--- config.mk ---
export PLATFORM = sky130hd
export DESIGN_NAME = jtframe_dual_ram_arb
export DESIGN_NICKNAME = d
export VERILOG_FILES = /design/src/rtl/jtframe_dual_ram_arb.sv
export SDC_FILE = /design/constraint.sdc
export NUM_CORES = 1
export LEC_CHECK = 0
export BUFFER_PORTS_ARGS = -buffer_cell sky130_fd_sc_hd__buf_2
export CORE_AREA = 2 2 98 100
export DETAILED_ROUTE_END_ITERATION = 16
export DIE_AREA = 0 0 100 102
export GPL_ROUTABILITY_DRIVEN = 0
export GPL_TIMING_DRIVEN = 0
export PLACE_DENSITY = 0.66
export SLEW_MARGIN = 20
export SYNTH_ARGS = -nofsm -noshare
export SYNTH_HDL_FRONTEND = slang
export SYNTH_SLANG_ARGS = --single-unit
--- constraint.sdc ---
create_clock -name clk -period 2.95 [get_ports clk]
set_clock_uncertainty 0.15 [all_clocks]
set_input_delay 0.59 -clock clk [delete_from_list [all_inputs] [get_ports clk]]
set_output_delay 0.59 -clock clk [all_outputs]
set_load 0.005 [all_outputs]
--- src/rtl/jtframe_dual_ram_arb.sv ---
// jtframe_dual_ram_arb
// Round-robin arbiter that lets three cs/ok requesters (CPU, DMA, debug)
// share one port of a jtframe_dual_ram. It drives the RAM port registers,
// waits out the RAM's one-cycle registered read, and returns q to the
// granted requester.
//
// Ports:
//   clk, rst_n                       clock, synchronous active-low reset
//   reqN_cs/addr/din/we   (N=0..2)   request side inputs
//   reqN_dout/ok          (N=0..2)   request side results (registered)
//   ram_addr/ram_data/ram_we         to the RAM port (registered)
//   ram_q                            RAM port read data
//
// state | meaning
// ------+------------------------------------------
// IDLE  | no access in flight, arbitration runs
// ADDR  | RAM port driven, RAM samples at end of cycle
// LAT   | ram_q valid, captured into the winner's dout
// HOLD  | ok/dout held until cs drops or addr/we change
module jtframe_dual_ram_arb #(
  parameter int dw = 8,
  parameter int aw = 10
) (
  input  logic          clk,
  input  logic          rst_n,
  input  logic          req0_cs,
  input  logic          req1_cs,
  input  logic          req2_cs,
  input  logic [aw-1:0] req0_addr,
  input  logic [aw-1:0] req1_addr,
  input  logic [aw-1:0] req2_addr,
  input  logic [dw-1:0] req0_din,
  input  logic [dw-1:0] req1_din,
  input  logic [dw-1:0] req2_din,
  input  logic          req0_we,
  input  logic          req1_we,
  input  logic          req2_we,
  output logic [dw-1:0] req0_dout,
  output logic [dw-1:0] req1_dout,
  output logic [dw-1:0] req2_dout,
  output logic          req0_ok,
  output logic          req1_ok,
  output logic          req2_ok,
  output logic [aw-1:0] ram_addr,
  output logic [dw-1:0] ram_data,
  output logic          ram_we,
  input  logic [dw-1:0] ram_q
);

  typedef enum logic [1:0] {IDLE, ADDR, LAT, HOLD} state_t;

  state_t        state, state_nxt;
  logic [1:0]    gnt, gnt_nxt, last, last_nxt;
  logic [aw-1:0] lat_addr, lat_addr_nxt;
  logic          lat_we, lat_we_nxt;
  logic [aw-1:0] ram_addr_nxt;
  logic [dw-1:0] ram_data_nxt;
  logic          ram_we_nxt;
  logic [2:0]    ok, ok_nxt;
  logic [dw-1:0] dout [3];
  logic [dw-1:0] dout_nxt [3];

  logic [2:0]    cs_v;
  logic [1:0]    c1, c2, win;
  logic          win_ok;
  logic [aw-1:0] win_addr, sel_addr;
  logic [dw-1:0] win_din;
  logic          win_we, sel_cs, sel_we;
  logic [2:0]    gnt_oh;

  assign cs_v = {req2_cs, req1_cs, req0_cs};

  // scan order starts one past the last grant, wrapping modulo 3
  assign c1 = (last == 2'd2) ? 2'd0 : last + 2'd1;
  assign c2 = (c1 == 2'd2) ? 2'd0 : c1 + 2'd1;

  always_comb begin
    win_ok = 1'b1;
    win    = last;
    if (cs_v[c1])        win = c1;
    else if (cs_v[c2])   win = c2;
    else if (cs_v[last]) win = last;
    else                 win_ok = 1'b0;
  end

  always_comb begin
    case (win)
      2'd1:    begin win_addr = req1_addr; win_din = req1_din; win_we = req1_we; end
      2'd2:    begin win_addr = req2_addr; win_din = req2_din; win_we = req2_we; end
      default: begin win_addr = req0_addr; win_din = req0_din; win_we = req0_we; end
    endcase
  end

  always_comb begin
    case (gnt)
      2'd1:    begin sel_cs = req1_cs; sel_addr = req1_addr; sel_we = req1_we; end
      2'd2:    begin sel_cs = req2_cs; sel_addr = req2_addr; sel_we = req2_we; end
      default: begin sel_cs = req0_cs; sel_addr = req0_addr; sel_we = req0_we; end
    endcase
  end

  assign gnt_oh = 3'b001 << gnt;

  always_comb begin
    state_nxt    = state;
    gnt_nxt      = gnt;
    last_nxt     = last;
    lat_addr_nxt = lat_addr;
    lat_we_nxt   = lat_we;
    ram_addr_nxt = ram_addr;
    ram_data_nxt = ram_data;
    ram_we_nxt   = 1'b0;
    ok_nxt       = ok;
    for (int i = 0; i < 3; i++) dout_nxt[i] = dout[i];

    case (state)
      IDLE: begin
        if (win_ok) begin
          gnt_nxt      = win;
          last_nxt     = win;
          lat_addr_nxt = win_addr;
          lat_we_nxt   = win_we;
          ram_addr_nxt = win_addr;
          ram_data_nxt = win_din;
          ram_we_nxt   = win_we;
          state_nxt    = ADDR;
        end
      end
      ADDR: state_nxt = LAT;
      LAT: begin
        for (int i = 0; i < 3; i++)
          if (gnt_oh[i]) dout_nxt[i] = ram_q;
        // an abandoned request (cs already low) never sees ok
        ok_nxt    = sel_cs ? gnt_oh : 3'b000;
        state_nxt = HOLD;
      end
      HOLD: begin
        if (!sel_cs || sel_addr != lat_addr || sel_we != lat_we) begin
          ok_nxt    = 3'b000;
          state_nxt = IDLE;
        end
      end
      default: state_nxt = IDLE;
    endcase
  end

  always_ff @(posedge clk) begin
    if (!rst_n) begin
      state    <= IDLE;
      gnt      <= 2'd0;
      last     <= 2'd2;
      lat_addr <= '0;
      lat_we   <= 1'b0;
      ram_addr <= '0;
      ram_data <= '0;
      ram_we   <= 1'b0;
      ok       <= 3'b000;
      for (int i = 0; i < 3; i++) dout[i] <= '0;
    end else begin
      state    <= state_nxt;
      gnt      <= gnt_nxt;
      last     <= last_nxt;
      lat_addr <= lat_addr_nxt;
      lat_we   <= lat_we_nxt;
      ram_addr <= ram_addr_nxt;
      ram_data <= ram_data_nxt;
      ram_we   <= ram_we_nxt;
      ok       <= ok_nxt;
      for (int i = 0; i < 3; i++) dout[i] <= dout_nxt[i];
    end
  end

  assign req0_ok   = ok[0];
  assign req1_ok   = ok[1];
  assign req2_ok   = ok[2];
  assign req0_dout = dout[0];
  assign req1_dout = dout[1];
  assign req2_dout = dout[2];

endmodule

Yosys cells after proc, flatten, opt, wreduce, memory -nomap -nowiden
Memories as Yosys holds them, arrays and structs flattened.
Cells that the tools add are included.
W data, S select, Z words.
Word-level totals
  flip-flop bits (word level): 29
  bits in writable memories: 24
  input port bits: 70
  output and inout bits: 46
  logic and storage cells: 74
  memories: 1
Memory list
  dout: depth 3, bits a word 8, read ports 3, clocked after memory_dff 0, wr ports 3, RTL line 60  | logic [dw-1:0] dout [3];
Operators by class
  add/subtract/negate cells: 2
  order comparisons: 3
  equal/unequal tests: 13
  shift-type cells: 1
  multiplexer cells: 34
  bitwise operators: 3
  reductions and logical operators: 9
Operators by type and width (count)
  $mux W8: 6
  $pmux W10 S2: 2
  $mux W24: 1
  $pmux W8 S2: 1
  $eq A2 B2 Y1 const B: 6
  $mux W2: 6
  $ne A10 B10 Y1: 1
  $lt A2 B3 Y1 const B: 3
  $mux W1: 8
  $pmux W2 S4: 1
  $bmux W1 S2: 3
  $eq A2 B1 Y1 const B: 3
  $mux W3: 2
  $pmux W1 S2: 3
  $pmux W3 S2: 1
  $reduce_and A2 Y1: 3
  $add A2 B1 Y2 const B: 2
  $ne A2 B2 Y1 const B: 2
  $or A1 B1 Y1: 3
  $reduce_and A3 Y1: 1
  $shl A1 B2 Y3 const A: 1
  $logic_not A2 Y1: 1
  $logic_or A1 B1 Y1: 2
  $reduce_bool A2 Y1: 1
  2 further kinds: 2

Longest topological paths before layout
Gate-level depths: netlist of the first run.
  depth after elaboration: 10
  depth in mapped cells: 13
  gate-level depth less buffers: 11

Least setup slack after synthesis of the first run
Ideal clock, no wire load.
  path kind: input to register
  start: in req2_cs
  end: reg ram_data[0]
  library setup time: 0.128 ns
  arrival: 2.160 ns
  required time: 2.672 ns
  slack: 0.512 ns
  stages on the path: 11
  buffers on the path: 2
  path through: nor2b_1 o22ai_1 o21ai_0 ha_1 clkbuf_1 buf_1 nor2_1 a21oi_1 nor2_1 a21oi_1 nor2_1
Between the ends
  word-level cells in the longest chain between the ends: 6
  elaborated cells on any way between the ends: 15
RTL lines
  start: declaration: RTL line 28  | input logic req2_cs,
  $bmux W1 S2, on equally long branches: RTL line 81, 82
  $mux W1, on equally long branches: RTL line 81, 82
  $mux W2 / $mux W1 (equally long branches): RTL line 81, 82
  $mux W2 / $mux W1 (equally long branches): RTL line 80, 81
  $eq A2 B2 Y1 (tied with other cells): RTL line 87  | case (win)
  $pmux W8 S2 / $reduce_and A2 Y1 (equally long branches)
  end signal: assignment: RTL line 166  | ram_data <= ram_data_nxt;
  end: declaration: RTL line 45  | output logic [dw-1:0] ram_data,
Parallel ways exist; a longest one is shown, timed or not. The select of a mux whose other input is x is not followed.
A chain may end at the register's enable or synchronous reset.

Worst setup path in the final report of the first run
  start: in req2_cs
  end: reg ram_data[2]
Between the ends
  word-level cells in the longest chain between the ends: 6
  elaborated cells on any way between the ends: 15
RTL lines
  $bmux W1 S2: RTL line 81  | else if (cs_v[c2]) win = c2;
  $mux W1 (implied by the code): RTL line 81
  $mux W2: RTL line 81
  $mux W2 *: RTL line 80  | if (cs_v[c1]) win = c1;
  named net win[0]: RTL line 64  | logic [1:0] c1, c2, win;
  $eq A2 B2 Y1 / $eq A2 B1 Y1 (equally long branches): RTL line 87
  $pmux W8 S2 *: RTL line 87
Mark *: on every way through the listed nets, which the timed path passes. The rest lies on a longest branch. The select of a mux whose other input is x is not followed.

==> results of run 1 <==
state kept, by name (all words and copies together) (netlist names):
signal	flops
ram_we	1
state	2
ram_data	8
last	1
lat_addr	10
ok	3
gnt	2
lat_we	1
dout	24
per-stage QoR:
step	TNS [ns]	power (mW)	setup WS, ns	hold WS [ns]	cells
floorplan	0	1.938	0.5125	0.3021	376
global placement	-0.07178	2.393	-0.05514	0.2924	601
detailed placement	-0.3302	2.426	-0.08934	0.2935	601
CTS	0	2.872	0.1772	0.3093	609
global route	0	3.117	0.04102	0.3243	609
finish	0	2.855	0.3127	0.3095	609
layer usage:
metal,wire [um],vias to the layer above,global-route usage (%)
li1,-,1546,-
met1,3843,1423,21.84
met2,4284,108,30.67
met3,603,8,4.446
met4,77,0,4.742
met5,0,-,0
cell usage after synthesis (3+ instances only):
master    number  share of area (%)
o21ai_0        9                1.6
xor2_1         9                2.8
a22oi_1       28                7.6
nand3_1       26                4.7
nand4_1        6                1.3
a31oi_1        3               0.67
dfxtp_1       52                 37
nor2_1        64                8.6
a21oi_1       62                 11
buf_2          5               0.90
inv_1          9                1.2
nor2b_1        4               0.90
nand2_1       41                5.5
clkbuf_1      18                2.4
ha_1           9                4.0
xnor2_1        7                2.2
power groups by stage:
stage	sequential, mW	clock, mW	combinational, mW
finish	0.968	0.445	1.44
global route	0.989	0.484	1.64
CTS	0.969	0.456	1.45
detailed placement	0.983	0	1.44
global placement	0.978	0	1.41
floorplan	0.975	0	0.963
layout make-up:
class	instances	area, sq um
flip-flops and latches	52	1041
multi-input cells	287	1584
clock buffers	5	68.82
inverters	10	37.54
well taps	111	138.9
clock inverters	3	26.28
plain buffers	27	121.4
repair buffers	114	570.5
fillers	975	5520
what timing repair did:
| item | in CTS | in global routing |
|---|---|---|
| setup buffers | 0 | 0 |
| endpoints found under the setup margin | 0 | 11 |
| hold buffers | 0 | 0 |
| gates resized for setup | 0 | 4 |
critical path, delay by kind of cell:
kind            cells  cell delay, ns
buf+inv             4            1.02
compound gates      5            0.52
simple gates        4            0.48
fa+ha+maj           1            0.15
cell families after synthesis:
| family | synth area share (%) |
|---|---|
| adders and majority gates | 4.049 |
| AOI/OAI and AO/OA | 24.38 |
| muxes | 0.7198 |
| buffers and inverters | 5.623 |
| xor gates and xnor gates | 5.038 |
| and+or+nand+nor | 22.76 |
| DFF | 37.43 |
worst max-delay path by stage:
| stage | from | end | slack [ns] |
|---|---|---|---|
| after global routing | last[1]$_SDFFE_PN1P_ | ram_data[2]$_SDFFE_PN0P_ | 0.04 |
| final | req2_cs | ram_data[2]$_SDFFE_PN0P_ | 0.31 |
| after CTS | gnt[0]$_SDFFE_PN0P_ | ram_data[2]$_SDFFE_PN0P_ | 0.18 |
| after floorplan | req2_cs | ram_data[0]$_SDFFE_PN0P_ | 0.51 |
| after global placement | req2_cs | ram_data[0]$_SDFFE_PN0P_ | -0.06 |
| after detailed placement | req2_cs | ram_data[0]$_SDFFE_PN0P_ | -0.09 |
==> summary.md, run 1 <==
| Metric | Value |
|---|---|
| Placed Instance Area | `3491 sq um` |
| Worst Max-Slew Pin Slew | `0.5479 ns` |
| PortBufs | `114` |
| H-tree depth | `2` |
| Cells after Synth | `376` |
| Iter 0 DRT Violations | `204` |
| Hold_sp | `dout[0][11]$_SDFFE_PN0P_` |
| Worst r2r src | `gnt[0]$_SDFFE_PN0P_` |
| Skew-Pair Late Insertion Delay | `0.31 ns` |
| Ports | `116` |
| Critical path type | `in -> reg` |
| Status | `finished, final reports clean` |
| Cell Area, Synth | `2781 sq um` |
| Minimum clock period | `2.637 ns` |
| CP Max Fanout | `10` |
| Commonest cells after routing, fill and taps aside | `buf_2, nor2_1, a21oi_1` |
| Reg2reg end | `state[0]$_SDFFE_PN0P_` |
| Syn. warnings | `0` |
| Maximum vdd drop | `0.0003514 V` |
| R2R Setup Slk | `0.32 ns` |
| ANT cells | `0` |
| Vias/cell | `5.066` |
| Power per cell area | `795.7 nW/um^2` |
| Clk pwr share | `15.6%` |
| Synth Area per Inst | `7.397 sq um` |
| Wirelength, routed | `8808 um` |
| Initial antenna violation count | `0` |
| CP most frequent cell | `nor2_1` |
| Hold Crit Class | `reg -> reg` |
| Min-Delay Endpoint | `dout[0][11]$_SDFFE_PN0P_` |
| Largest net degree at the start of global routing | `19` |
| Critical path's largest stage delay | `0.40 ns` |
| FMAX | `0.3792 GHz` |
| Die area | `10200 sq um` |
| First-pass GRT wire length | `14460 um` |
| Most common cell after layout, fill and taps aside | `buf_2` |
| RSZ-0062 raised after global routing | `no` |
| Cell variety after synth | `36` |
| Final Slew Violations | `0` |
| Total core area | `9109 sq um` |
| Hold Fails Final Rpt | `0` |
| P_leak | `1.561 nW` |
| # clock sinks | `52` |
| Synth Register Bits | `52` |
| Register share of total power | `33.9%` |
| Sw Share | `45.26%` |
| Rows | `35` |
| Final Util | `39.40%` |
| Iteration count of the initial detailed-routing pass | `4` |
| Wire length per cell | `14.46 um` |
| Slew Limit Headroom | `63.47%` |
| CTS clock-pin slew for the worst setup and hold paths | `0.11 ns` |
| Largest buffer count on any clock path | `2` |
| Nets | `576` |
| Final setup violation count | `0` |
| Routed via count | `3085` |
| Residual DRC | `0` |
| Root Driver | `clkbuf_8` |
| Primary FF master, synth | `dfxtp_1` |
| Psw | `1.292 mW` |
| Gr usage total | `17.62%` |
| CTS Buf Count | `5` |
| Layout cell share with drive strength beyond 1 | `27.11%` |
| Max-cap violations | `0` |
| GR Overflow Total | `0` |
| DIE WIDTH | `100 um` |
| Final worst-path cycle share | `89.40%` |
| Starting Density | `30.54%` |
| Post-DP HPWL | `6910 um` |
| Synthesized net count | `455` |
| Antenna-violating nets left | `0` |
| Internal power | `1.563 mW` |
| Post-synthesis sequential area ratio | `37.43%` |
| CTS tree | `yes` |
| Worst R2R Path Depth | `9` |
| Startpoint types | `input port` |
| CP cell instances | `buf_2 -> nor2b_1 -> o22ai_1 -> o21ai_0 -> inv_1 -> ha_1 -> clkbuf_1 -> buf_1 -> a22oi_1 -> nor2_1 -> a21oi_1 -> nor2_1 -> a21oi_1 -> nor2_1` |
| Hold path cells | `2` |
| Vias in the first global route | `3024` |
| Die height | `102 um` |
| Finished Cell Area | `3588 sq um` |
| EDFF count, synth | `0` |
| Worst path slowest cell | `buf_1` |
| WP data required | `3.06 ns` |
| Ys async rst share | `0%` |
| Layout area overhead | `29.01%` |
| Logic pwr share | `50.5%` |
| CP Data Arrival Time | `2.75 ns` |
| CP endpoint kind | `flip-flop` |
Note: power is estimated with default switching activity, not from simulation.
==> run 2: changes to the inputs <==
- CORE_AREA: 2 2 98 100 -> 2 2 87 89
- DIE_AREA: 0 0 100 102 -> 0 0 89 91
- PLACE_DENSITY: 0.66 -> 0.78
==> summary.md, run 2 (synthesis results as in run 1) <==
| Metric | Value |
|---|---|
| CP cell instances | `buf_2 -> nor2b_1 -> o22ai_1 -> o21ai_0 -> ha_1 -> clkbuf_1 -> clkbuf_1 -> a21oi_1 -> nor2_1 -> a21oi_1 -> nor2_1 (was buf_2 -> nor2b_1 -> o22ai_1 -> o21ai_0 -> inv_1 -> ha_1 -> clkbuf_1 -> buf_1 -> a22oi_1 -> nor2_1 -> a21oi_1 -> nor2_1 -> a21oi_1 -> nor2_1)` |
| Wirelength, routed | `8455 um (was 8808 um)` |
| Worst Max-Slew Pin Slew | `0.5214 ns (was 0.5479 ns)` |
| Power per cell area | `792.4 nW/um^2 (was 795.7 nW/um^2)` |
| First-pass GRT wire length | `13860 um (was 14460 um)` |
| Wire length per cell | `14.16 um (was 14.46 um)` |
| Final setup violation count | `0 (unchanged)` |
| DIE WIDTH | `89 um (was 100 um)` |
| Post-CTS repair timing setup buffer count | `0 (unchanged)` |
| Top reg by flops | `dout (unchanged)` |
| Residual DRC | `0 (unchanged)` |
| Die area | `8099 sq um (was 10200 sq um)` |
| Placed Instance Area | `3476 sq um (was 3491 sq um)` |
| Routed via count | `3160 (was 3085)` |
| Critical path's largest stage delay | `0.47 ns (was 0.40 ns)` |
| M1 wire length | `3493 um (was 3843 um)` |
| Iteration count of the initial detailed-routing pass | `6 (was 4)` |
| Pwr Total | `2.833 mW (was 2.855 mW)` |
| Iter 0 DRT Violations | `182 (was 204)` |
| Initial antenna violation count | `0 (unchanged)` |
| Largest net degree at the start of global routing | `19 (unchanged)` |
| Minimum clock period | `2.644 ns (was 2.637 ns)` |
| CP Data Arrival Time | `2.73 ns (was 2.75 ns)` |
| Largest buffer count on any clock path | `2 (unchanged)` |
| H-tree depth | `2 (unchanged)` |
| Met3 WL post-DR | `719 um (was 603 um)` |
| Status | `finished, final reports clean (unchanged)` |
| PortBufs | `114 (unchanged)` |
| CP endpoint kind | `flip-flop (unchanged)` |
| Hold Fails Final Rpt | `0 (unchanged)` |
| Antenna-violating nets left | `0 (unchanged)` |
| CP Max Fanout | `10 (unchanged)` |
| Hold_buf cts | `0 (unchanged)` |
| Layout cell share with drive strength beyond 1 | `27.31% (was 27.11%)` |
| Commonest cells after routing, fill and taps aside | `buf_2, nor2_1, a21oi_1 (unchanged)` |
| Startpoint types | `input port (unchanged)` |
| P_leak | `1.569 nW (was 1.561 nW)` |
| Cts repair resizes | `0 (unchanged)` |
| Register share of total power | `34.3% (was 33.9%)` |
| Finished Cell Area | `3576 sq um (was 3588 sq um)` |
| Slew Limit Headroom | `65.24% (was 63.47%)` |
| Gr usage total | `20.88% (was 17.62%)` |
| RSZ-0062 raised after global routing | `no (unchanged)` |
| WP data required | `3.04 ns (was 3.06 ns)` |
| Die height | `91 um (was 102 um)` |
| Clk pwr share | `14.9% (was 15.6%)` |
| Vias/cell | `5.293 (was 5.066)` |
| # clock sinks | `52 (unchanged)` |
| GR Overflow Total | `0 (unchanged)` |
| CTS tree | `yes (unchanged)` |
| Max-cap violations | `0 (unchanged)` |
| ANT cells | `0 (unchanged)` |
| Met2 Routed Length | `4147 um (was 4284 um)` |
| Root Driver | `clkbuf_8 (unchanged)` |
| Skew-Pair Late Insertion Delay | `0.30 ns (was 0.31 ns)` |
| Rows | `31 (was 35)` |
| Layout area overhead | `28.56% (was 29.01%)` |
| Top routing layer in use | `met4 (unchanged)` |
| Max FFs per register | `24 (unchanged)` |
| Hold Crit Class | `reg -> reg (unchanged)` |
| CTS clock-pin slew for the worst setup and hold paths | `0.10 ns (was 0.11 ns)` |
| Internal power | `1.567 mW (was 1.563 mW)` |
| Leading registers by flop count | `dout: 24 flops, lat_addr: 10 flops, ram_data: 8 flops (unchanged)` |
| Vias in the first global route | `3107 (was 3024)` |
| Most common cell after layout, fill and taps aside | `buf_2 (unchanged)` |
| Logic pwr share | `50.8% (was 50.5%)` |
| Starting Density | `38.97% (was 30.54%)` |
| CTS Buf Count | `5 (unchanged)` |
| Total core area | `7137 sq um (was 9109 sq um)` |
| Ports | `116 (unchanged)` |
| Critical path type | `in -> reg (unchanged)` |
| Final Slew Violations | `0 (unchanged)` |
| Worst path slowest cell | `clkbuf_1 (was buf_1)` |
| Psw | `1.267 mW (was 1.292 mW)` |
| Post-DP HPWL | `6596 um (was 6910 um)` |
| FMAX | `0.3783 GHz (was 0.3792 GHz)` |
| Maximum vdd drop | `0.0003891 V (was 0.0003514 V)` |
| Final worst-path cycle share | `89.62% (was 89.40%)` |
| Sw Share | `44.70% (was 45.26%)` |
| Nets | `576 (unchanged)` |
## run 2: path summary, 6_finish.rpt
path	from	endpoint	slack (ns)	cells past startpoint
setup / recovery	req2_cs	ram_data[6]$_SDFFE_PN0P_	0.31	11
hold / removal	dout[0][0]$_SDFFE_PN0P_	dout[0][0]$_SDFFE_PN0P_	0.31	2
setup reg to reg	last[1]$_SDFFE_PN1P_	ram_data[6]$_SDFFE_PN0P_	0.32	10
hold reg to reg	dout[0][0]$_SDFFE_PN0P_	dout[0][0]$_SDFFE_PN0P_	0.31	2
## run 2: power by group through the flow
stage | clock network [mW] | registers [mW] | logic [mW]
2_1_floorplan | 0 | 0.975 | 0.963
6_report | 0.421 | 0.973 | 1.44
3_3_place_gp | 0 | 0.978 | 1.38
5_1_grt | 0.460 | 0.995 | 1.62
4_1_cts | 0.433 | 0.971 | 1.43
3_5_place_dp | 0 | 0.985 | 1.42
## run 2: stage by stage
stage | utilization (%) | setup TNS, ns | cells | setup slack [ns] | hold slack (ns)
4_1_cts | 50.05 | 0 | 597 | 0.1735 | 0.3105
3_3_place_gp | 48.70 | -0.01142 | 589 | -0.01142 | 0.2903
6_report | 50.11 | 0 | 597 | 0.3063 | 0.3090
3_5_place_dp | 48.70 | -0.4419 | 589 | -0.08942 | 0.2950
2_1_floorplan | - | 0 | 376 | 0.5125 | 0.3021
5_1_grt | 50.11 | 0 | 597 | 0.04803 | 0.3227
## run 2: critical path: cells and delay by family
kind | cells | cell delay [ns]
buffers and inverters | 3 | 0.97
AO/OA/AOI/OAI | 4 | 0.47
adder cells (fa/ha/maj) | 1 | 0.35
AND/OR/NAND/NOR | 3 | 0.34
## run 2: per-layer routing
layer	global-route usage (%)	up-vias
li1	-	1547
met1	25.42	1466
met2	35.63	135
met3	5.909	12
met4	5.473	0
met5	0	-
## run 2: final cells by class
cell class              count  area (sq um)
clock buffers               5         68.82
multi-input cells         287          1584
flip-flops and latches     52          1041
plain buffers              27         122.6
well taps                  99         123.9
inverters                  10         37.54
repair buffers            114         570.5
fillers                   717          3561
clock inverters             3         27.53
==> run 3: changes to the inputs <==
- clock period: 2.95 -> 2.7 ns (I/O delays scaled with it)
==> summary.md, run 3 (synthesis results as in run 1) <==
| Metric | Value |
|---|---|
| Status | `finished, final reports clean (unchanged)` |
| Placed Instance Area | `3476 sq um (unchanged)` |
| Hold_buf cts | `0 (unchanged)` |
| Pwr Total | `3.099 mW (was 2.833 mW)` |
| Final setup violation count | `0 (unchanged)` |
| GR Overflow Total | `0 (unchanged)` |
| Maximum vdd drop | `0.0004232 V (was 0.0003891 V)` |
| Finished Cell Area | `3572 sq um (was 3576 sq um)` |
| CP cell instances | `nor2b_1 -> o22ai_1 -> o21ai_0 -> ha_1 -> clkbuf_2 -> a22oi_1 -> nor2_1 -> a21oi_1 -> nor2_1 -> a21oi_1 -> nor2_1 (was buf_2 -> nor2b_1 -> o22ai_1 -> o21ai_0 -> ha_1 -> clkbuf_1 -> clkbuf_1 -> a21oi_1 -> nor2_1 -> a21oi_1 -> nor2_1)` |
| CP endpoint kind | `flip-flop (unchanged)` |
| Power per cell area | `867.6 nW/um^2 (was 792.4 nW/um^2)` |
| Startpoint types | `flip-flop (was input port)` |
| CP Data Arrival Time | `2.45 ns (was 2.73 ns)` |
| Final WS setup | `0.2754 ns (was 0.3063 ns)` |
| CP Max Fanout | `10 (unchanged)` |
| Final Slew Violations | `0 (unchanged)` |
| Total core area | `7137 sq um (unchanged)` |
| PortBufs | `114 (unchanged)` |
| Layout area overhead | `28.43% (was 28.56%)` |
| WP data required | `2.73 ns (was 3.04 ns)` |
| # clock sinks | `52 (unchanged)` |
| R2R Setup Slk | `0.28 ns (was 0.32 ns)` |
| Wire length per cell | `14.10 um (was 14.16 um)` |
| Gr usage total | `20.91% (was 20.88%)` |
| Setup TNS | `0 ns (unchanged)` |
| Rows | `31 (unchanged)` |
| Vias/cell | `5.334 (was 5.293)` |
| Minimum clock period | `2.425 ns` |
| Post-DP HPWL | `6596 um (unchanged)` |
| FMAX | `0.4124 GHz` |
| CTS tree | `yes (unchanged)` |
| Root Driver | `clkbuf_8 (unchanged)` |
| Final worst-path cycle share | `89.80%` |
| Setup WS pre-CTS | `-0.2894 ns (was -0.08942 ns)` |
| Max-cap violations | `0 (unchanged)` |
| Nets | `574 (was 576)` |
| H-tree depth | `2 (unchanged)` |
| Routed via count | `3174 (was 3160)` |
| Commonest cells after routing, fill and taps aside | `buf_2, nor2_1, a21oi_1 (unchanged)` |
| Slew Limit Headroom | `65.17% (was 65.24%)` |
| ANT cells | `0 (unchanged)` |
| Iter 0 DRT Violations | `187 (was 182)` |
| P_leak | `1.572 nW (was 1.569 nW)` |
| CTS clock-pin slew for the worst setup and hold paths | `0.11 ns (was 0.10 ns)` |
| Vias in the first global route | `3103 (was 3107)` |
| Critical path type | `reg -> reg (was in -> reg)` |
| Wirelength, routed | `8390 um (was 8455 um)` |
| Skew-Pair Late Insertion Delay | `0.30 ns (about the same)` |
| Die height | `91 um (unchanged)` |
| Antenna-violating nets left | `0 (unchanged)` |
| CP most frequent cell | `nor2_1` |
| Final Util | `50.05% (was 50.11%)` |
| Largest net degree at the start of global routing | `19 (unchanged)` |
| Iteration count of the initial detailed-routing pass | `5 (was 6)` |
| Max FFs per register | `24 (unchanged)` |
| Critical path's largest stage delay | `0.44 ns (was 0.47 ns)` |
| Layout cell share with drive strength beyond 1 | `28.02% (was 27.31%)` |
| Residual DRC | `0 (unchanged)` |
| Initial antenna violation count | `0 (unchanged)` |
| First-pass GRT wire length | `13880 um (was 13860 um)` |
| Starting Density | `38.97% (unchanged)` |
| Top reg by flops | `dout (unchanged)` |
| Most common cell after layout, fill and taps aside | `buf_2 (unchanged)` |
| Worst path slowest cell | `dfxtp_1 (was clkbuf_1)` |
| DIE WIDTH | `89 um (unchanged)` |
| Post-CTS repair timing setup buffer count | `0 (unchanged)` |
| Largest buffer count on any clock path | `2 (unchanged)` |
| Die area | `8099 sq um (unchanged)` |
| Ports | `116 (unchanged)` |
| Leading registers by flop count | `dout: 24 flops, lat_addr: 10 flops, ram_data: 8 flops (unchanged)` |
| # fillers | `720 (was 717)` |
| Hold Fails Final Rpt | `0 (unchanged)` |
| Worst Max-Slew Pin Slew | `0.5225 ns (was 0.5214 ns)` |
| Hold Crit Class | `reg -> reg (unchanged)` |
| RSZ-0062 raised after global routing | `no (unchanged)` |
| CTS Buf Count | `5 (unchanged)` |
[run 3: cell type report]
class                      count  area (sq um)  area share [%]
timing repair buffer         114         570.5           15.97
clock buffer                   5         68.82           1.926
clock inverter                 3         27.53          0.7706
multi-input combinational    287          1584           44.34
sequential                    52          1042           29.18
inverter                      10         37.54           1.051
tap                           99         123.9           3.468
buffer                        25         117.6           3.292
[run 3: path summary, 6_finish.rpt]
kind,endpoint,depth (start not counted),start
worst max register to register,ram_data[6]$_SDFFE_PN0P_,11,last[1]$_SDFFE_PN1P_
worst min register to register,dout[0][4]$_SDFFE_PN0P_,2,dout[0][4]$_SDFFE_PN0P_
worst min-delay path,dout[0][4]$_SDFFE_PN0P_,2,dout[0][4]$_SDFFE_PN0P_
worst max-delay path,ram_data[6]$_SDFFE_PN0P_,11,last[1]$_SDFFE_PN1P_
[run 3: what timing repair did]
item,CTS,global route
setup endpoints to repair,10,25
gates resized for setup,2,8
endpoints found under the hold margin,0,0
[run 3: report_power, final]
group / internal, mW / total (mW) / switching (mW)
Combinational: 0.603 / 1.58 / 0.974
Sequential: 0.925 / 1.06 / 0.138
Clock: 0.191 / 0.460 / 0.269
Total: 1.72 / 3.10 / 1.38
[run 3: through the flow]
| step | hold WS [ns] | instances |
|---|---|---|
| after floorplan | 0.3021 | 376 |
| after global placement | 0.2903 | 589 |
| after detailed placement | 0.2950 | 589 |
| after CTS | 0.3105 | 597 |
| after global routing | 0.3227 | 595 |
| final | 0.3093 | 595 |
[run 3: critical path, delay by kind of cell (launching register included)]
family | cells | cell delay, ns
AO/OA/AOI/OAI | 5 | 0.78
buffers and inverters | 1 | 0.27
flip-flops | 1 | 0.44
adder cells (fa/ha/maj) | 1 | 0.40
AND/OR/NAND/NOR | 4 | 0.25
[run 3: metal layers]
metal | up-vias | track usage, % | wire [um]
met4 | 0 | 5.473 | 155
met3 | 18 | 5.909 | 720
li1 | 1544 | - | -
met5 | - | 0 | 0
met2 | 136 | 35.57 | 4129
met1 | 1476 | 25.59 | 3385
